$ cat config.mk
export PLATFORM = sky130hd
export DESIGN_NAME = board_generator_flat
export DESIGN_NICKNAME = d
export VERILOG_FILES = /design/src/rtl/buscaminas_pkg.sv /design/src/rtl/board_generator_if.sv /design/src/rtl/board_generator_lfsr16.sv /design/src/rtl/board_generator.sv /design/src/flat_wrapper.sv
export SDC_FILE = /design/constraint.sdc
export NUM_CORES = 1
export LEC_CHECK = 0
export BUFFER_PORTS_ARGS = -buffer_cell sky130_fd_sc_hd__buf_4
export CORE_MARGIN = 1
export CORE_UTILIZATION = 59
export CTS_CLUSTER_SIZE = 8
export DETAILED_ROUTE_END_ITERATION = 7
export PLACE_DENSITY = 0.81
export SYNTH_ARGS = -nofsm -noshare
export SYNTH_HDL_FRONTEND = slang
export SYNTH_HIERARCHICAL = 1
export SYNTH_SLANG_ARGS = --single-unit
$ cat constraint.sdc
create_clock -name clk -period 5.6 [get_ports clk]
set_input_delay 0.28 -clock clk [delete_from_list [all_inputs] [get_ports clk]]
set_output_delay 0.28 -clock clk [all_outputs]
set_load 0.02 [all_outputs]
$ cat src/rtl/buscaminas_pkg.sv
// Shared types and helpers for the minesweeper board generator.
package buscaminas_pkg;

    typedef logic [3:0] cell_t;

    localparam cell_t CELL_EMPTY  = 4'd0;
    localparam cell_t CELL_MARKED = 4'd10;
    localparam cell_t CELL_BOMB   = 4'd11;
    localparam int    BOARD_DIM   = 8;

    localparam logic [15:0] LFSR_TAPS = 16'hB400;

    typedef enum logic [2:0] {IDLE, CLEAR, PLACE, COUNT, DONE} gen_state_t;

    // Read-slot offsets as {dx, dy}, each a 2-bit two's complement value.
    // Slot 0 is the centre, slots 1..8 walk the neighbours row-major.
    localparam logic [8:0][3:0] NB_OFFSET = {
        4'b0101, 4'b0100, 4'b0111,   // slot 8 (+1,+1), 7 (+1,0), 6 (+1,-1)
        4'b0001, 4'b0011,            // slot 5 (0,+1),  4 (0,-1)
        4'b1101, 4'b1100, 4'b1111,   // slot 3 (-1,+1), 2 (-1,0), 1 (-1,-1)
        4'b0000                      // slot 0 centre
    };

    function automatic logic [3:0] slot_offset(input logic [3:0] slot);
        return (slot <= 4'd8) ? NB_OFFSET[slot] : 4'b0000;
    endfunction

    // True when the neighbour for this slot lies on the board.
    function automatic logic nb_valid(input logic [2:0] cx, input logic [2:0] cy,
                                      input logic [3:0] slot);
        logic [3:0] off;
        logic [4:0] nx;
        logic [4:0] ny;
        off = slot_offset(slot);
        nx  = {2'b00, cx} + {{3{off[3]}}, off[3:2]};
        ny  = {2'b00, cy} + {{3{off[1]}}, off[1:0]};
        return (nx[4:3] == 2'b00) && (ny[4:3] == 2'b00);
    endfunction

    // Neighbour address {x, y}; off-board neighbours fall back to the centre.
    function automatic logic [5:0] nb_addr(input logic [2:0] cx, input logic [2:0] cy,
                                           input logic [3:0] slot);
        logic [3:0] off;
        logic [4:0] nx;
        logic [4:0] ny;
        off = slot_offset(slot);
        nx  = {2'b00, cx} + {{3{off[3]}}, off[3:2]};
        ny  = {2'b00, cy} + {{3{off[1]}}, off[1:0]};
        if ((nx[4:3] == 2'b00) && (ny[4:3] == 2'b00))
            return {nx[2:0], ny[2:0]};
        return {cx, cy};
    endfunction

endpackage

$ cat src/rtl/board_generator_if.sv
// Control handshake and board RAM port between the generator and its host.
interface board_generator_if;
    logic                  start;
    logic                  seed_load;
    logic [15:0]           seed;
    logic                  busy;
    logic                  done;
    logic [6:0]            bombs_placed;
    logic [2:0]            rd_x;
    logic [2:0]            rd_y;
    buscaminas_pkg::cell_t rd_data;
    logic                  wr_en;
    logic [2:0]            wr_x;
    logic [2:0]            wr_y;
    buscaminas_pkg::cell_t wr_data;

    modport master (
        output start, seed_load, seed, rd_data,
        input  busy, done, bombs_placed, rd_x, rd_y, wr_en, wr_x, wr_y, wr_data
    );

    modport slave (
        input  start, seed_load, seed, rd_data,
        output busy, done, bombs_placed, rd_x, rd_y, wr_en, wr_x, wr_y, wr_data
    );
endinterface

$ cat src/rtl/board_generator_lfsr16.sv
// 16-bit Galois LFSR used to pick bomb candidates; a zero seed is replaced.
module lfsr16
    import buscaminas_pkg::*;
#(
    parameter logic [15:0] LFSR_SEED = 16'hACE1
) (
    input  logic        clk,
    input  logic        rst,
    input  logic        load,
    input  logic        advance,
    input  logic [15:0] seed,
    output logic [5:0]  cell_sel
);
    logic [15:0] value;

    assign cell_sel = value[5:0];

    // Load has priority; otherwise step once per advance request.
    always_ff @(posedge clk or posedge rst) begin
        if (rst)
            value <= LFSR_SEED;
        else if (load)
            value <= (seed == 16'h0000) ? LFSR_SEED : seed;
        else if (advance)
            value <= {1'b0, value[15:1]} ^ (value[0] ? LFSR_TAPS : 16'h0000);
    end
endmodule

$ cat src/rtl/board_generator.sv
// Clears the 8x8 board, scatters bombs, then writes every cell's adjacent-bomb count.
module board_generator
    import buscaminas_pkg::*;
#(
    parameter int          NUM_BOMBS = 10,
    parameter logic [15:0] LFSR_SEED = 16'hACE1
) (
    input  logic              clk,
    input  logic              rst,
    board_generator_if.slave  bus
);
    localparam logic [6:0] NUM_BOMBS_W = 7'(NUM_BOMBS);

    if (NUM_BOMBS < 0 || NUM_BOMBS > 63) begin : g_bad_num_bombs
        $error("board_generator: NUM_BOMBS must lie within 0..63");
    end

    gen_state_t state;
    logic [5:0] cell_idx;     // {x, y} of the cell being cleared or counted
    logic [3:0] phase;        // cycle within a cell during COUNT (0..9)
    logic       place_b;      // 0: attempt cycle A, 1: attempt cycle B
    logic [2:0] cand_x;
    logic [2:0] cand_y;
    logic [3:0] acc;
    logic [3:0] acc_next;
    logic       hit;
    logic       centre_bomb;
    logic [6:0] bombs_placed;
    logic [5:0] lfsr_sel;
    logic [2:0] cx;
    logic [2:0] cy;

    assign cx = cell_idx[5:3];
    assign cy = cell_idx[2:0];

    lfsr16 #(.LFSR_SEED(LFSR_SEED)) u_lfsr (
        .clk      (clk),
        .rst      (rst),
        .load     ((state == IDLE) && bus.seed_load),
        .advance  ((state == PLACE) && !place_b),
        .seed     (bus.seed),
        .cell_sel (lfsr_sel)
    );

    // Data returned now belongs to the slot issued one cycle earlier.
    always_comb begin
        hit      = (state == COUNT) && (phase >= 4'd2) && nb_valid(cx, cy, phase - 4'd1)
                   && (bus.rd_data == CELL_BOMB);
        acc_next = acc + {3'b000, hit};
    end

    // Sequencer: state, cell walk, bomb placement and neighbour accumulation.
    always_ff @(posedge clk or posedge rst) begin
        if (rst) begin
            state        <= IDLE;
            cell_idx     <= '0;
            phase        <= '0;
            place_b      <= 1'b0;
            cand_x       <= '0;
            cand_y       <= '0;
            acc          <= '0;
            centre_bomb  <= 1'b0;
            bombs_placed <= '0;
        end else begin
            unique case (state)
                IDLE: begin
                    if (bus.start) begin
                        state        <= CLEAR;
                        cell_idx     <= '0;
                        bombs_placed <= '0;
                    end
                end
                CLEAR: begin
                    cell_idx <= cell_idx + 6'd1;
                    if (cell_idx == 6'd63) begin
                        state   <= (NUM_BOMBS == 0) ? COUNT : PLACE;
                        place_b <= 1'b0;
                        phase   <= '0;
                        acc     <= '0;
                    end
                end
                PLACE: begin
                    if (!place_b) begin
                        cand_x  <= lfsr_sel[2:0];
                        cand_y  <= lfsr_sel[5:3];
                        place_b <= 1'b1;
                    end else begin
                        place_b <= 1'b0;
                        if (bus.rd_data != CELL_BOMB) begin
                            bombs_placed <= bombs_placed + 7'd1;
                            if (bombs_placed + 7'd1 == NUM_BOMBS_W)
                                state <= COUNT;
                        end
                    end
                end
                COUNT: begin
                    if (phase == 4'd1)
                        centre_bomb <= (bus.rd_data == CELL_BOMB);
                    if (phase == 4'd9) begin
                        phase    <= '0;
                        acc      <= '0;
                        cell_idx <= cell_idx + 6'd1;
                        if (cell_idx == 6'd63)
                            state <= DONE;
                    end else begin
                        phase <= phase + 4'd1;
                        acc   <= acc_next;
                    end
                end
                DONE:    state <= IDLE;
                default: state <= IDLE;
            endcase
        end
    end

    assign bus.busy         = (state == CLEAR) || (state == PLACE) || (state == COUNT);
    assign bus.done         = (state == DONE);
    assign bus.bombs_placed = bombs_placed;

    // RAM port decode; the placement write depends on the data read this cycle.
    always_comb begin
        bus.rd_x    = 3'd0;
        bus.rd_y    = 3'd0;
        bus.wr_en   = 1'b0;
        bus.wr_x    = 3'd0;
        bus.wr_y    = 3'd0;
        bus.wr_data = CELL_EMPTY;
        unique case (state)
            CLEAR: begin
                bus.wr_en = 1'b1;
                bus.wr_x  = cx;
                bus.wr_y  = cy;
            end
            PLACE: begin
                if (!place_b) begin
                    bus.rd_x = lfsr_sel[2:0];
                    bus.rd_y = lfsr_sel[5:3];
                end else begin
                    bus.wr_en   = (bus.rd_data != CELL_BOMB);
                    bus.wr_x    = cand_x;
                    bus.wr_y    = cand_y;
                    bus.wr_data = CELL_BOMB;
                end
            end
            COUNT: begin
                if (phase <= 4'd8) begin
                    {bus.rd_x, bus.rd_y} = nb_addr(cx, cy, phase);
                end else begin
                    bus.wr_en   = !centre_bomb;
                    bus.wr_x    = cx;
                    bus.wr_y    = cy;
                    bus.wr_data = acc_next;
                end
            end
            default: ;
        endcase
    end
endmodule

$ cat src/flat_wrapper.sv
// flat-port wrapper written by rule: the top's interface ports become plain ports
module board_generator_flat import buscaminas_pkg::*;
#(
    parameter int          NUM_BOMBS = 10,
    parameter logic [15:0] LFSR_SEED = 16'hACE1
)
  (clk, rst, bus_start, bus_seed_load, bus_seed, bus_rd_data, bus_busy, bus_done, bus_bombs_placed, bus_rd_x, bus_rd_y, bus_wr_en, bus_wr_x, bus_wr_y, bus_wr_data);
  board_generator_if bus_i ();
  input  logic clk;
  input  logic rst;
  input wire logic [$bits(bus_i.start)-1:0] bus_start;
  input wire logic [$bits(bus_i.seed_load)-1:0] bus_seed_load;
  input wire logic [$bits(bus_i.seed)-1:0] bus_seed;
  input wire logic [$bits(bus_i.rd_data)-1:0] bus_rd_data;
  output wire logic [$bits(bus_i.busy)-1:0] bus_busy;
  output wire logic [$bits(bus_i.done)-1:0] bus_done;
  output wire logic [$bits(bus_i.bombs_placed)-1:0] bus_bombs_placed;
  output wire logic [$bits(bus_i.rd_x)-1:0] bus_rd_x;
  output wire logic [$bits(bus_i.rd_y)-1:0] bus_rd_y;
  output wire logic [$bits(bus_i.wr_en)-1:0] bus_wr_en;
  output wire logic [$bits(bus_i.wr_x)-1:0] bus_wr_x;
  output wire logic [$bits(bus_i.wr_y)-1:0] bus_wr_y;
  output wire logic [$bits(bus_i.wr_data)-1:0] bus_wr_data;
  assign bus_i.start = bus_start;
  assign bus_i.seed_load = bus_seed_load;
  assign bus_i.seed = bus_seed;
  assign bus_i.rd_data = bus_rd_data;
  assign bus_busy = bus_i.busy;
  assign bus_done = bus_i.done;
  assign bus_bombs_placed = bus_i.bombs_placed;
  assign bus_rd_x = bus_i.rd_x;
  assign bus_rd_y = bus_i.rd_y;
  assign bus_wr_en = bus_i.wr_en;
  assign bus_wr_x = bus_i.wr_x;
  assign bus_wr_y = bus_i.wr_y;
  assign bus_wr_data = bus_i.wr_data;
  board_generator #(.NUM_BOMBS(NUM_BOMBS), .LFSR_SEED(LFSR_SEED)) u_core (.clk(clk), .rst(rst), .bus(bus_i));
endmodule
==> results.sh <==
export IMPL_synth_seq_cells=48
export IMPL_powerDensity_nw_per_um2=547.6
export IMPL_cts_buffers_inserted=5
export IMPL_critPathLaunch="u_core/phase[0]$_DFFE_PP0P_"
export IMPL_fin_crit_sh_pct=85.17
export IMPL_hold_viol=0
export IMPL_fillers=488
export IMPL_path_delay_family="simple AND/OR/NAND/NOR gates"
export IMPL_final_antenna_net_count=0
export IMPL_coreArea_um2=5991
export IMPL_critPathCaptureType="primary output"
export IMPL_cts_buffer_depth=2
export IMPL_synth_async_reset_ratio_pct=100.0
export IMPL_clk_pin_slew_ns=0.09
export IMPL_die_x_um=81.11
export IMPL_status="finished clean"
export IMPL_grt_pass1_vias=2968
export IMPL_slew_headroom_pct=41.51
export IMPL_h_tree_depth=2
export IMPL_drive_above_1_share_pct=21.63
export IMPL_ctsRootBufferMaster="clkbuf_8"
export IMPL_wire_per_inst_um=15.59
export IMPL_cp_depth=18
export IMPL_dieArea_um2=6579
export IMPL_leakagePower_nw=1.910
export IMPL_io_buffers=49
export IMPL_antenna_found_initial=0
export IMPL_drv_slew=0
export IMPL_synth_area_um2=3692
export IMPL_setup_tns_final_ns=0
export IMPL_post_cts_resized=0
export IMPL_worst_ep_arrival_time_ns=4.49
export IMPL_cp_buffers_inverters=3
export IMPL_die_h_um=81.11
export IMPL_clk_insertion_delay_late_ns=0.30
export IMPL_drv_cap=0
export IMPL_overflow=0
export IMPL_worst_slew_pin_slew_ns=0.8764
export IMPL_critPathMostFrequentCell="ha_1"
export IMPL_reg2regPathDepth=17
export IMPL_multi_input_area_um2=2256
export IMPL_nNetsFinal=504
export IMPL_timing_final_crit_period_ns=4.769
export IMPL_gp_congestion=0.8929
export IMPL_start_util_pct=61.63
export IMPL_ys_seq_area_share_pct=32.80
export IMPL_n_antenna_cell=0
export IMPL_slowest_stage="dfrtp_1"
export IMPL_hold_slack_ns=0.05821
export IMPL_place_area_um2=4049
export IMPL_syn_avg_cell_area_um2=8.876
export IMPL_place_worst_setup_slack_ns=1.187
export IMPL_final_core_utilization_pct=69.26
export IMPL_cts_sinks=48
export IMPL_hold_path_class="input port to async pin"
export IMPL_grt_max_degree=33
export IMPL_layout_common_cells="nand2_1, buf_4, dfrtp_1"
export IMPL_clock_skew_ns=0.005894
export IMPL_cts_tree="built"
export IMPL_viasPerCell=6.180
export IMPL_grt_pass1_wl_um=13940
export IMPL_wirelength_um=8234
export IMPL_rows=28
export IMPL_synth_ff_type="dfrtp_1"
export IMPL_postSynthCellCount=416
export IMPL_ioPinCount=50
export IMPL_final_common_cell="nand2_1"
export IMPL_ctsHoldBuffers=0
export IMPL_stdcell_area_um2=4149
export IMPL_yosysWarningCount=6
export IMPL_rsz0062_at_grt="false"
export IMPL_setup_viol=0
export IMPL_dp_hpwl_um=6074
export IMPL_r2r_start="u_core/phase[0]$_DFFE_PP0P_"
export IMPL_grt_usage_pct=27.10
export IMPL_cp_slowest_stage_delay_ns=0.73
export IMPL_drt_iter0_drc=260
export IMPL_crit_required_ns=5.32
export IMPL_critPathLaunchType="flop"
export IMPL_seq_area_um2=1211
export IMPL_remaining_drc_errors=0
export IMPL_worst_slack_ns=0.8307
export IMPL_clock_fmax_ghz=0.2097
export IMPL_cts_setup_buffers=0
export IMPL_synth_cell_types=67
export IMPL_crit_type="flop to primary output"
export IMPL_synth_fp_nets=468
export IMPL_crit_chain="inv_1 -> ha_1 -> inv_1 -> ha_1 -> mux2i_1 -> o32ai_2 -> ha_1 -> nand2_1 -> nor4_2 -> a21oi_1 -> o311a_1 -> nor3_2 -> ha_1 -> nand3_1 -> xor2_1 -> nor3_1 -> or2_2 -> buf_4"
export IMPL_area_delta_synth_final_pct=12.37
export IMPL_cp_max_fo=18
export IMPL_peakVddDrop_mv=0.3314
export IMPL_first_pass_iters=5
export IMPL_synth_edf_count=0
export IMPL_num_vias=3263
[path summary, 6_finish.rpt]
kind                                                      end  slack, ns
setup / recovery                               bus_wr_data[3]       0.83
max in group asynchronous  u_core/u_lfsr/value[4]$_DFFE_PP0P_       5.14
min in group clk           u_core/u_lfsr/value[8]$_DFFE_PP0P_       0.19
hold reg to reg                  u_core/cand_y[2]$_DFFE_PP0P_       0.49
hold / removal             u_core/u_lfsr/value[1]$_DFFE_PP0P_       0.06
setup reg to reg                    u_core/acc[2]$_DFFE_PP0P_       1.50
[cell families after synthesis]
logic type               after synthesis  share of synthesized area, %
AO/OA/AOI/OAI                        106                         21.42
XOR/XNOR                              11                         2.609
adder cells (fa/ha/maj)               28                         9.895
buffers and inverters                 50                         6.269
flip-flops                            48                         32.80
multiplexers                          19                         5.490
AND/OR/NAND/NOR                      154                         21.52
[layer usage]
layer	share of wire (%)	vias up	GRT usage [%]
li1	-	1559	-
met1	47	1587	38.29
met2	47	110	44.12
met3	5.5	7	4.270
met4	0.45	0	4.821
met5	0	-	0
[Yosys cell counts, types with 5 or more instances]
library cell	instances	share of area, %
o22a_2	6	1.6
dfstp_2	8	5.7
or2_2	6	1.0
o21ai_0	33	4.5
nand3_1	9	1.2
o211ai_1	5	1.0
a22o_1	14	3.3
inv_1	28	2.8
mux2_2	7	2.1
nand2b_1	7	1.2
dfrtp_1	40	27
nor2_1	22	2.2
clkbuf_1	7	0.71
nor3_1	7	0.95
a21oi_1	13	1.8
mux2i_1	11	3.0
nand2_1	58	5.9
and3_1	8	1.4
buf_4	6	1.2
xor2_1	6	1.4
ha_1	26	8.8
o31ai_1	5	1.0
nor2b_1	9	1.5
xnor2_1	5	1.2
[report_power, final]
part / switching [mW] / internal (mW)
combinational: 0.776 / 0.609
sequential: 0.165 / 0.498
clock: 0.111 / 0.113
[flip-flops by register name, indices dropped and copies added, names as in the netlist, 3 cells and up]
name	cells
u_core/acc	4
u_core/bus.bombs_placed	7
u_core/cand_x	3
u_core/cand_y	3
u_core/cell_idx	6
u_core/phase	4
u_core/state	3
u_core/u_lfsr/value	16
[through the flow]
stage	total power, mW	cells
floorplan	1.706	416
global placement	1.987	520
detailed placement	2.037	520
CTS	2.265	528
global route	2.463	528
finish	2.272	528
[cell type report]
| class | instances | share of cell area, % |
|---|---|---|
| sequential | 48 | 29.19 |
| timing repair buffer | 51 | 9.228 |
| tap | 75 | 2.262 |
| inverter | 28 | 2.533 |
| clock buffer | 8 | 2.413 |
| multi-input combinational | 318 | 54.37 |
[worst register-to-register path: cells and delay by family (launching register included)]
kind                     cells  cell delay, ns
AO/OA/AOI/OAI                5            1.07
adder cells (fa/ha/maj)      5            1.16
AND/OR/NAND/NOR              4            0.61
flip-flops                   1            0.73
buffers and inverters        2            0.24
multiplexers                 1            0.17
Note: power is estimated with default switching activity, not from simulation.
